`src/rtl/md_issue_ctrl.sv`:
```
// E-stage issue controller for the multiply/divide unit: gates commands onto the
// unit, shadows its latency, raises md-class stalls and returns HI/LO for mfhi/mflo.
module md_issue_ctrl #(
    parameter int unsigned MUL_LAT = 5,
    parameter int unsigned DIV_LAT = 10
) (
    input  logic        clk,
    input  logic        reset,
    input  logic        e_valid,
    input  logic        e_hold,
    input  logic [3:0]  e_md_op,
    input  logic [1:0]  e_mf_sel,
    input  logic [31:0] e_rs,
    input  logic [31:0] e_rt,
    input  logic        cancel,
    output logic [3:0]  md_op,
    output logic [31:0] md_rs,
    output logic [31:0] md_rt,
    input  logic        md_busy,
    input  logic [31:0] md_hi,
    input  logic [31:0] md_lo,
    output logic        stall,
    output logic [31:0] mf_data,
    output logic        protocol_err,
    output logic [31:0] stall_cnt
);

    localparam int unsigned MAX_LAT = (DIV_LAT > MUL_LAT) ? DIV_LAT : MUL_LAT;
    localparam int unsigned CW      = $clog2(MAX_LAT + 1);

    typedef enum logic {
        IDLE,
        RUN
    } state_t;

    state_t          r_state;
    logic [CW-1:0]   r_cnt;
    logic            r_protocol_err;
    logic [31:0]     r_stall_cnt;

    logic            w_op_valid;
    logic            w_mf_valid;
    logic            w_mdi;
    logic            w_busy_m;
    logic            w_issue_ok;
    logic            w_issue;
    logic            w_issue_mul;
    logic            w_issue_div;

    assign w_op_valid  = (e_md_op >= 4'd1) && (e_md_op <= 4'd6);
    assign w_mf_valid  = (e_mf_sel == 2'd1) || (e_mf_sel == 2'd2);
    assign w_mdi       = e_valid && (w_op_valid || w_mf_valid);
    assign w_busy_m    = (r_cnt != '0);
    assign w_issue_ok  = e_valid && !e_hold && !cancel && !w_busy_m;
    assign w_issue     = w_issue_ok && w_op_valid;
    assign w_issue_mul = w_issue && ((e_md_op == 4'd1) || (e_md_op == 4'd2));
    assign w_issue_div = w_issue && ((e_md_op == 4'd5) || (e_md_op == 4'd6));

    // The issuing instruction leaves E, so stall only covers later md-class work.
    assign stall        = w_mdi && w_busy_m;
    assign md_op        = w_issue ? e_md_op : '0;
    assign md_rs        = e_rs;
    assign md_rt        = e_rt;
    assign protocol_err = r_protocol_err;
    assign stall_cnt    = r_stall_cnt;

    // HI/LO are written by the unit on the edge its count reaches zero.
    always_comb begin
        mf_data = '0;
        if (!w_busy_m) begin
            if (e_mf_sel == 2'd1) begin
                mf_data = md_hi;
            end else if (e_mf_sel == 2'd2) begin
                mf_data = md_lo;
            end
        end
    end

    always_ff @(posedge clk) begin
        if (reset) begin
            r_state        <= IDLE;
            r_cnt          <= '0;
            r_protocol_err <= 1'b0;
            r_stall_cnt    <= '0;
        end else begin
            if (md_busy != w_busy_m) begin
                r_protocol_err <= 1'b1;
            end
            if (stall) begin
                r_stall_cnt <= r_stall_cnt + 32'd1;
            end
            case (r_state)
                IDLE: begin
                    if (w_issue_mul) begin
                        r_cnt   <= CW'(MUL_LAT);
                        r_state <= RUN;
                    end else if (w_issue_div) begin
                        r_cnt   <= CW'(DIV_LAT);
                        r_state <= RUN;
                    end
                end
                RUN: begin
                    r_cnt <= r_cnt - CW'(1);
                    if (r_cnt == CW'(1)) begin
                        r_state <= IDLE;
                    end
                end
                default: begin
                    r_state <= IDLE;
                    r_cnt   <= '0;
                end
            endcase
        end
    end

endmodule
```
`config.mk`:
```
export PLATFORM = sky130hd
export DESIGN_NAME = md_issue_ctrl
export DESIGN_NICKNAME = d
export VERILOG_FILES = /design/src/rtl/md_issue_ctrl.sv
export SDC_FILE = /design/constraint.sdc
export NUM_CORES = 1
export LEC_CHECK = 0
export CAP_MARGIN = 20
export CORE_AREA = 4 4 109 111
export CTS_BUF_LIST = sky130_fd_sc_hd__clkbuf_4 sky130_fd_sc_hd__clkbuf_8
export DETAILED_ROUTE_END_ITERATION = 10
export DIE_AREA = 0 0 113 115
export PLACE_DENSITY_LB_ADDON = 0.25
export SYNTH_ARGS = -nofsm -noshare
export SYNTH_HDL_FRONTEND = slang
export SYNTH_SLANG_ARGS = --single-unit
```
`constraint.sdc`:
```
create_clock -name clk -period 2.3 [get_ports clk]
set_clock_uncertainty 0.2 [all_clocks]
set_input_delay 0.46 -clock clk [delete_from_list [all_inputs] [get_ports clk]]
set_output_delay 0.46 -clock clk [all_outputs]
set_load 0.02 [all_outputs]
```
==> impl_metrics.env, run 1 <==
export IMPL_grt_max_degree=26
export IMPL_critical_path_max_fanout=4
export IMPL_antenna_cells_inserted=0
export IMPL_detail_route_antenna_nets=0
export IMPL_setup_viol_count_final=36
export IMPL_placed_cell_area_um2=4500
export IMPL_final_wl_um=13100
export IMPL_top_level_ports=274
export IMPL_crit_arrival_ns=1.84
export IMPL_groute_layer_met2_usage_pct=33.5
export IMPL_dp_hpwl_um=10300
export IMPL_fin_hold_ws_ns=0.273
export IMPL_final_design_area_no_fill_um2=5210
export IMPL_antenna_found_initial=0
export IMPL_p_leak_nw=1.87
export IMPL_final_max_slew_viol_count=0
export IMPL_synthesis_instances=385
export IMPL_power_per_cell_area_nw_per_um2=351
export IMPL_gr_usage_all_layers_pct=19.1
export IMPL_timing_final_crit_share_pct=109
export IMPL_drt_pre_antenna_iters=5
export IMPL_worstSkewPairLatency_ns=0.29
export IMPL_drt_initial_drc_count=124
export IMPL_grt_use_met3_pct=9.26
export IMPL_rows=38
export IMPL_synth_avg_cell_area_um2=8.02
export IMPL_critical_path_startpoint_type="flop"
export IMPL_timing_setup_tns_ns=-3.62
export IMPL_layout_core_utilization_pct=48.3
export IMPL_numCtsBuffers=5
export IMPL_routed_via_density=4.90
export IMPL_global_route_overflow_total=0
export IMPL_grt_met1_usage_pct=20.8
export IMPL_grt_setup_unrepaired="yes"
export IMPL_placement_io_buffers=144
export IMPL_synth_seq_cells=38
export IMPL_number_of_global_route_vias_before_repair=3390
export IMPL_place_gp_congestion=0.839
export IMPL_path_class="reg -> out"
export IMPL_die_h_um=115
export IMPL_vias_after_detailed_routing=3183
export IMPL_violations="setup timing"
export IMPL_root_buffer_master="clkbuf_8"
export IMPL_fin_ws_ns=-0.196
export IMPL_ys_warnings_count=0
export IMPL_synthFlopType="dfxtp_1"
export IMPL_maxcap_viol_count=0
export IMPL_post_drt_wl_per_cell_um=20.2
export IMPL_clk_pin_slew_worst_paths_ns=0.08
export IMPL_clock_tree_buffer_depth=2
export IMPL_cts_htree_levels=2
export IMPL_finalWorstPathRequiredPeriod_ns=2.50
export IMPL_post_route_drc_count=0
export IMPL_netlist_area_um2=3090
export IMPL_irDropWorstVdd_v=0.000252
export IMPL_core_area_um2=10800
export IMPL_required_ns=1.64
export IMPL_dp_slack_ns=-0.990
export IMPL_tritoncts="yes"
export IMPL_critical_path_endpoint_type="primary output"
export IMPL_design_final_nets=654
export IMPL_sequential_area_share_after_synthesis_pct=24.6
export IMPL_synth_async_reset_ratio_pct=0
export IMPL_die_width_um=113
export IMPL_global_route_wire_length_before_repair_um=19400
export IMPL_grt_busiest_layer="met2"
export IMPL_clock_sink_count=38
export IMPL_areaGrowthSynthToFinish_pct=68.7
export IMPL_number_of_flops_mapped_to_enable_cells_by_yosys=0
export IMPL_synth_net_count=530
export IMPL_die_area_um2=13000
export IMPL_drive_gt1_share_pct=35.6
export IMPL_hold_path_class="reg -> reg"
export IMPL_initial_utilization_pct=28.6
export IMPL_outcome="finished with violations"
export IMPL_report_final_hold_viol_count=0
export IMPL_nFillCells=1022
export IMPL_fmax_mhz=401
export IMPL_synth_cell_type_count=51
## cells by family (layout without fill, tap and decap cells)
logic type / count (synthesis) / count (layout) / share of synthesized area, %
and+or+nand+nor: 163 / 163 / 31.0
buffers and inverters: 97 / 221 / 21.6
AOI/OAI and AO/OA: 50 / 50 / 11.5
DFF: 38 / 38 / 24.6
xor gates and xnor gates: 29 / 29 / 8.22
adders and majority gates: 5 / 5 / 2.03
muxes: 2 / 2 / 0.810
other: 1 / 1 / 0.121
## layout by cell type (no fill, tap or decap), types with 4 or more instances in the layout
cell type        synthesis  final
a21oi_1                  7      7
a22oi_1                 31     29
buf_12                   0      5
buf_4                   67     45
buf_6                    4     41
buf_8                    0      4
clkbuf_8                 2      5
clkdlybuf4s50_1          0     99
dfxtp_1                 38     36
dlygate4sd2_1            0      7
inv_1                    9      6
nand2_1                 15     15
nand3_1                 13     13
nand4_1                  8      8
nor2_1                  64     32
nor2_2                   1      5
nor2_4                   0     28
nor3_1                  15     11
nor3_2                   0      4
nor4_4                   2      9
o21ai_0                  4      4
xnor2_1                 28     28
## metal layers
metal | part of all wire, % | routed length, µm
met1 | 36 | 4690
met2 | 50 | 6550
met3 | 12 | 1570
met4 | 1.4 | 183
met5 | 0.63 | 83
## path summary, 6_finish.rpt
path	from	endpoint	slack [ns]	depth (start not counted)
min	protocol_err	protocol_err	0.27	2
min reg2reg	protocol_err	protocol_err	0.27	2
max reg2reg	r_cnt[1]	stall_cnt[19]	-0.06	11
max	r_cnt[1]	mf_data[11]	-0.20	7
## cell usage after synthesis (3+ instances only)
cell type | instances | area share (%)
buf_4 | 67 | 16
nor2_1 | 64 | 7.8
dfxtp_1 | 38 | 25
a22oi_1 | 31 | 7.5
xnor2_1 | 28 | 7.9
nand2_1 | 15 | 1.8
nor3_1 | 15 | 2.4
clkbuf_1 | 13 | 1.6
nand3_1 | 13 | 2.1
inv_1 | 9 | 1.1
nand4_1 | 8 | 1.6
nor4_2 | 8 | 3.2
a21oi_1 | 7 | 1.1
ha_1 | 5 | 2.0
buf_6 | 4 | 1.5
o21ai_0 | 4 | 0.65
a31oi_1 | 3 | 0.61
and2_1 | 3 | 0.61
and4_1 | 3 | 0.85
nand3b_1 | 3 | 0.73
nor4b_1 | 3 | 0.85
or3_1 | 3 | 0.61
## flip-flops by register name (all words and copies together), names as in the netlist
signal        flops
stall_cnt        32
r_cnt             4
protocol_err      1
r_state           1
## critical path, stage by stage (launching register included)
cell	delay, ns
dfxtp_2	0.33
inv_2	0.07
ha_4	0.14
or3b_4	0.43
buf_12	0.15
buf_8	0.13
nor2_4	0.15
buf_6	0.14
## area by class of cell
type / instances / area [µm²] / area share, %
multi-input combinational: 250 / 2060 / 39.5
tap: 140 / 175 / 3.36
timing repair buffer: 205 / 2100 / 40.3
sequential: 38 / 763 / 14.6
clock inverter: 2 / 10.0 / 0.192
inverter: 9 / 36.3 / 0.696
clock buffer: 5 / 68.8 / 1.32
## report_power, final
| group | switching, W | internal [W] |
|---|---|---|
| clock network | 0.000235 | 0.000204 |
| registers | 0.00000290 | 0.000662 |
| logic | 0.000342 | 0.000381 |
| total | 0.000580 | 0.00125 |
## through the flow
| step | instances | total power, W |
|---|---|---|
| floorplan | 385 | 0.00109 |
| global placement | 624 | 0.00125 |
| detailed placement | 624 | 0.00125 |
| CTS | 647 | 0.00185 |
| global route | 649 | 0.00190 |
| finish | 649 | 0.00183 |
## what timing repair did
| action | in CTS | in global routing |
|---|---|---|
| gates cloned | 5 | 0 |
| hold buffers | 0 | 0 |
| pin swaps | 40 | 16 |
| endpoints found under the setup margin | 67 | 50 |
| resized for setup | 264 | 16 |
| buffers inserted | 11 | 4 |
Note: power is estimated with default switching activity, not from simulation.
==> run 2: changes to the inputs <==
CORE_AREA = 2 2 107 109   (was 4 4 109 111)
DIE_AREA = 0 0 109 111   (was 0 0 113 115)
==> run 2 against run 1 <==
Against the previous run:
- the run still ends with setup timing left
- sequential power barely moved
- final cell count fell by 0.46%
- utilization fell by 1.1 points
- largest power group is now the clock network
- highest routed layer is now met4
==> impl_metrics.env, run 2 (synthesis results as in run 1) <==
export IMPL_outcome="finished with violations"
export IMPL_violations="setup timing"
export IMPL_core_area_um2=11100
export IMPL_dp_slack_ns=-0.987
export IMPL_rows=39
export IMPL_worst_min_delay_path_endpoint="protocol_err"
export IMPL_worst_r2r_path_depth=8
export IMPL_initial_utilization_pct=27.9
export IMPL_grt_max_degree=25
export IMPL_critical_path_endpoint_type="primary output"
export IMPL_top_level_ports=274
export IMPL_r2r_setup_slack_ns=0.13
export IMPL_gr_usage_all_layers_pct=19.6
export IMPL_antenna_found_initial=0
export IMPL_areaGrowthSynthToFinish_pct=69.3
export IMPL_p_int_w=0.00149
export IMPL_dp_hpwl_um=9680
export IMPL_p_total_w=0.00207
export IMPL_crit_arrival_ns=1.74
export IMPL_worstSkewPairLatency_ns=0.29
export IMPL_number_of_global_route_vias_before_repair=3179
export IMPL_largest_register_ffs=32
export IMPL_holdCritStartpoint="protocol_err"
export IMPL_numCtsBuffers=5
export IMPL_hold_path_class="reg -> reg"
export IMPL_grt_setup_unrepaired="yes"
export IMPL_sw_frac_of_total_pct=28.0
export IMPL_vias_after_detailed_routing=3177
export IMPL_fin_hold_ws_ns=0.299
export IMPL_drt_pre_antenna_iters=4
export IMPL_post_drt_wl_per_cell_um=19.7
export IMPL_timing_final_crit_share_pct=104
export IMPL_power_frac_seq_pct=32.2
export IMPL_layout_core_utilization_pct=47.2
export IMPL_irDropWorstVdd_v=0.000281
export IMPL_clock_sink_count=38
export IMPL_routed_via_density=4.92
export IMPL_worst_hold_path_num_cells=2
export IMPL_die_h_um=111
export IMPL_power_switching_w=0.000581
export IMPL_power_per_cell_area_nw_per_um2=396
export IMPL_fin_ws_ns=-0.101
export IMPL_layout_commonest_cell="clkdlybuf4s50_1"
export IMPL_die_width_um=109
export IMPL_path_class="reg -> out"
export IMPL_final_max_slew_viol_count=0
export IMPL_clk_pin_slew_worst_paths_ns=0.08
export IMPL_clock_tree_buffer_depth=2
export IMPL_crit_reg2reg_launch="r_cnt[1]"
export IMPL_regToRegEndpoint="stall_cnt[29]"
export IMPL_critical_path_max_fanout=16
export IMPL_detail_route_antenna_nets=0
export IMPL_p_leak_nw=1.88
export IMPL_design_final_nets=647
export IMPL_antenna_cells_inserted=0
export IMPL_global_route_wire_length_before_repair_um=18200
export IMPL_power_frac_comb_pct=33.5
export IMPL_drive_gt1_share_pct=37.8
export IMPL_final_wl_um=12700
export IMPL_maxcap_viol_count=0
export IMPL_layout_common_cells="clkdlybuf4s50_1, buf_4, dfxtp_1"
export IMPL_cts_htree_levels=2
export IMPL_required_ns=1.64
export IMPL_setup_viol_count_final=35
export IMPL_power_clock_fraction_pct=34.4
export IMPL_report_final_hold_viol_count=0
export IMPL_critical_path_startpoint_type="flop"
export IMPL_fmax_mhz=417
export IMPL_drt_initial_drc_count=118
export IMPL_finalWorstPathRequiredPeriod_ns=2.40
export IMPL_tritoncts="yes"
export IMPL_place_gp_congestion=0.861
export IMPL_die_area_um2=12100
export IMPL_placed_cell_area_um2=4550
export IMPL_final_design_area_no_fill_um2=5230
export IMPL_placement_io_buffers=144
export IMPL_root_buffer_master="clkbuf_8"
export IMPL_post_route_drc_count=0
export IMPL_global_route_overflow_total=0
-- run 2: worst max-delay path by stage --
stage / slack, ns / from / end / depth (start not counted)
CTS: -0.13 / r_cnt[1] / md_op[0] / 8
finish: -0.10 / r_cnt[1] / mf_data[6] / 6
global placement: -0.99 / e_mf_sel[0] / stall / 7
detailed placement: -0.99 / e_mf_sel[0] / stall / 7
global route: -0.17 / r_cnt[1] / mf_data[2] / 6
floorplan: -0.03 / e_mf_sel[0] / stall / 6
-- run 2: area by class of cell --
type / count / area (µm²)
Timing Repair Buffer: 198 / 2070
Clock inverter: 2 / 60.1
Inverter: 9 / 36.3
Sequential cell: 38 / 763
Multi-Input combinational cell: 250 / 2030
Tap cell: 143 / 179
Clock buffer: 6 / 82.6
Fill cell: 1062 / 5850
-- run 2: layer usage --
| metal | global-route usage [%] | routed length, µm | part of all wire [%] | up-vias |
|---|---|---|---|---|
| met1 | 22.4 | 4760 | 37 | 1506 |
| met4 | 2.05 | 40 | 0.31 | 0 |
| met2 | 32.7 | 6160 | 49 | 165 |
| met5 | 0 | 0 | 0 | - |
| met3 | 11.4 | 1750 | 14 | 5 |
| li1 | - | - | - | 1501 |
-- run 2: worst max-delay path, stage by stage (launching register included) --
cell and delay, ns:
dfxtp_2 0.33, inv_2 0.08, ha_4 0.13, or3b_4 0.43, buf_16 0.20, nor2_2 0.15
buf_6 0.13
-- run 2: timing repair --
item                                    CTS  global route
hold buffers                              0             0
pin swaps                                24             6
resized for setup                       241            23
cloned                                    4             0
buffers inserted                          6             0
endpoints found under the setup margin   66            42
-- run 2: power by group through the flow --
stage / clock network [W] / registers (W) / logic (W)
2_1_floorplan: 0 / 0.000685 / 0.000404
3_3_place_gp: 0 / 0.000682 / 0.000575
3_5_place_dp: 0 / 0.000682 / 0.000575
4_1_cts: 0.000727 / 0.000666 / 0.000679
5_1_grt: 0.000751 / 0.000667 / 0.000731
6_report: 0.000712 / 0.000666 / 0.000694
-- run 2: per-stage QoR --
step | instances | setup TNS, ns
2_1_floorplan | 385 | -0.0547
3_3_place_gp | 628 | -41.71
3_5_place_dp | 628 | -42.64
4_1_cts | 646 | -3.09
5_1_grt | 646 | -5.11
6_report | 646 | -2.61
==> run 3: changes to the inputs <==
PLACE_DENSITY = 0.77   (was unset)
PLACE_DENSITY_LB_ADDON = unset   (was 0.25)
==> run 3 against run 2 <==
Against the previous run:
- the flow still finishes with violations (setup timing)
- flip-flop and latch count unchanged
- sequential share of layout area up 0.60 points
- power decreased by 13%
- setup slack better by 0.046 ns
- register-to-register slack lost 0.12 ns
- maximum frequency increased by 2.0%
- largest cell class unchanged
==> impl_metrics.env, run 3 (synthesis results as in run 1) <==
export IMPL_outcome="finished with violations"
export IMPL_violations="setup timing"
export IMPL_cts_hold_repair_buffers=0
export IMPL_regToRegEndpoint="stall_cnt[25]"
export IMPL_worst_r2r_path_depth=10
export IMPL_areaGrowthSynthToFinish_pct=62.6
export IMPL_drive_gt1_share_pct=37.7
export IMPL_p_total_w=0.00179
export IMPL_die_area_um2=12100
export IMPL_layout_common_cells="clkdlybuf4s50_1, buf_4, buf_6"
export IMPL_clk_pin_slew_worst_paths_ns=0.07
export IMPL_gr_usage_all_layers_pct=20.3
export IMPL_antenna_found_initial=0
export IMPL_dp_hpwl_um=10100
export IMPL_drt_initial_drc_count=150
export IMPL_dp_slack_ns=-0.933
export IMPL_antenna_cells_inserted=0
export IMPL_worstSkewPairLatency_ns=0.30
export IMPL_core_area_um2=11100
export IMPL_routed_via_density=4.91
export IMPL_final_design_area_no_fill_um2=5020
export IMPL_die_h_um=111
export IMPL_power_per_cell_area_nw_per_um2=357
export IMPL_placed_cell_area_um2=4530
export IMPL_post_route_drc_count=0
export IMPL_sw_frac_of_total_pct=30.9
export IMPL_holdCritStartpoint="protocol_err"
export IMPL_critical_path_max_fanout=23
export IMPL_die_width_um=109
export IMPL_grt_setup_unrepaired="yes"
export IMPL_global_route_overflow_total=0
export IMPL_timing_final_crit_share_pct=102
export IMPL_placement_io_buffers=144
export IMPL_p_int_w=0.00124
export IMPL_fmax_mhz=425
export IMPL_numCtsBuffers=5
export IMPL_layout_core_utilization_pct=45.3
export IMPL_final_wl_um=12800
export IMPL_drt_pre_antenna_iters=4
export IMPL_fin_ws_ns=-0.0546
export IMPL_required_ns=1.64
export IMPL_r2r_setup_slack_ns=0.01
export IMPL_crit_arrival_ns=1.69
export IMPL_path_class="reg -> out"
export IMPL_design_final_nets=648
export IMPL_maxcap_viol_count=0
export IMPL_post_drt_wl_per_cell_um=19.8
export IMPL_worst_path_dominant_cell_family="simple AND/OR/NAND/NOR gates"
export IMPL_critical_path_n_buffers_inverters=3
export IMPL_vias_after_detailed_routing=3176
export IMPL_final_max_slew_viol_count=0
export IMPL_p_leak_nw=1.81
export IMPL_clock_tree_buffer_depth=2
export IMPL_worst_min_delay_path_endpoint="protocol_err"
export IMPL_cts_htree_levels=2
export IMPL_detail_route_antenna_nets=0
export IMPL_critical_path_endpoint_type="primary output"
export IMPL_finalWorstPathRequiredPeriod_ns=2.35
export IMPL_rows=39
export IMPL_place_gp_congestion=0.895
export IMPL_initial_utilization_pct=27.9
export IMPL_worst_setup_path_startpoint="r_cnt[0]"
export IMPL_critical_path_slowest_cell="or3b_4"
export IMPL_critical_path_startpoint_type="flop"
export IMPL_irDropWorstVdd_v=0.000302
export IMPL_layout_commonest_cell="clkdlybuf4s50_1"
export IMPL_crit_chain="inv_2 -> ha_4 -> or3b_4 -> buf_12 -> nor2_2 -> buf_6"
export IMPL_largest_register_ffs=32
export IMPL_setup_viol_count_final=31
export IMPL_power_switching_w=0.000555
export IMPL_hold_path_class="reg -> reg"
export IMPL_report_final_hold_viol_count=0
export IMPL_grt_max_degree=24
export IMPL_number_of_global_route_vias_before_repair=3263
export IMPL_crit_reg2reg_launch="r_cnt[0]"
export IMPL_global_route_wire_length_before_repair_um=18600
export IMPL_worst_hold_path_num_cells=2
export IMPL_critical_path_max_stage_delay_ns=0.40
export IMPL_top_level_ports=274
export IMPL_root_buffer_master="clkbuf_8"
export IMPL_power_frac_comb_pct=35.6
export IMPL_power_frac_seq_pct=37.1
export IMPL_tritoncts="yes"
export IMPL_clock_sink_count=38
export IMPL_power_clock_fraction_pct=27.3
## run 3: changes by cell type in the layout (fill, tap and decap cells not counted), moves of 3 or more
| cell | previous run | this run |
|---|---|---|
| a22oi_2 | 19 | 15 |
| nor2_2 | 22 | 32 |
| a22oi_1 | 12 | 16 |
| nor2_4 | 11 | 0 |
| buf_6 | 35 | 39 |
| nor4_2 | 3 | 6 |
| buf_12 | 8 | 3 |
| buf_4 | 43 | 48 |
## run 3: cell type report
type	count	area [µm²]
Clock buffer	6	82.6
Clock inverter	2	12.5
Fill cell	1045	6050
Inverter	9	33.8
Multi-Input combinational cell	250	1960
Sequential cell	38	763
Tap cell	143	179
Timing Repair Buffer	199	1990
## run 3: repair_timing
action | CTS | global route
resized for setup | 264 | 13
pin swaps | 14 | 7
endpoints found under the setup margin | 68 | 42
setup buffers | 5 | 2
hold endpoints to repair | 0 | 0
gates cloned | 3 | 0
## run 3: worst register-to-register path, stage by stage, from the launching register on
cell and delay, ns:
dfxtp_2 0.34, inv_2 0.05, ha_4 0.15, or3b_4 0.25, buf_6 0.17, buf_4 0.16, nand4_1 0.20, buf_6 0.22
nor4_2 0.25, xnor2_1 0.16, nor2_1 0.05
## run 3: metrics by stage
step	hold WS, ns	setup TNS [ns]	std cells
final	0.281	-0.850	647
after global placement	0.258	-41.52	630
after global routing	0.328	-3.66	647
after floorplan	0.260	-0.0547	385
after detailed placement	0.272	-44.59	630
after CTS	0.290	-1.04	645
## run 3: worst max path at each step
stage,end,slack [ns],depth (start not counted)
2_1_floorplan,stall,-0.03,6
3_3_place_gp,stall,-0.91,7
3_5_place_dp,stall,-0.93,7
4_1_cts,md_op[1],-0.07,8
5_1_grt,md_op[1],-0.12,8
6_report,mf_data[18],-0.05,6
## run 3: power by group through the flow
stage | logic (W) | clock network (W) | registers (W)
after floorplan | 0.000404 | 0 | 0.000685
after global placement | 0.000556 | 0 | 0.000681
after detailed placement | 0.000563 | 0 | 0.000681
after CTS | 0.000637 | 0.000505 | 0.000666
after global routing | 0.000675 | 0.000532 | 0.000667
final | 0.000638 | 0.000489 | 0.000666
## run 3: routing by layer
metal | share of wire (%) | up-vias | global-route usage (%)
li1 | - | 1508 | -
met1 | 34 | 1482 | 19.8
met2 | 51 | 173 | 36.0
met3 | 15 | 13 | 12.5
met4 | 1.1 | 0 | 4.02
met5 | 0 | - | 0
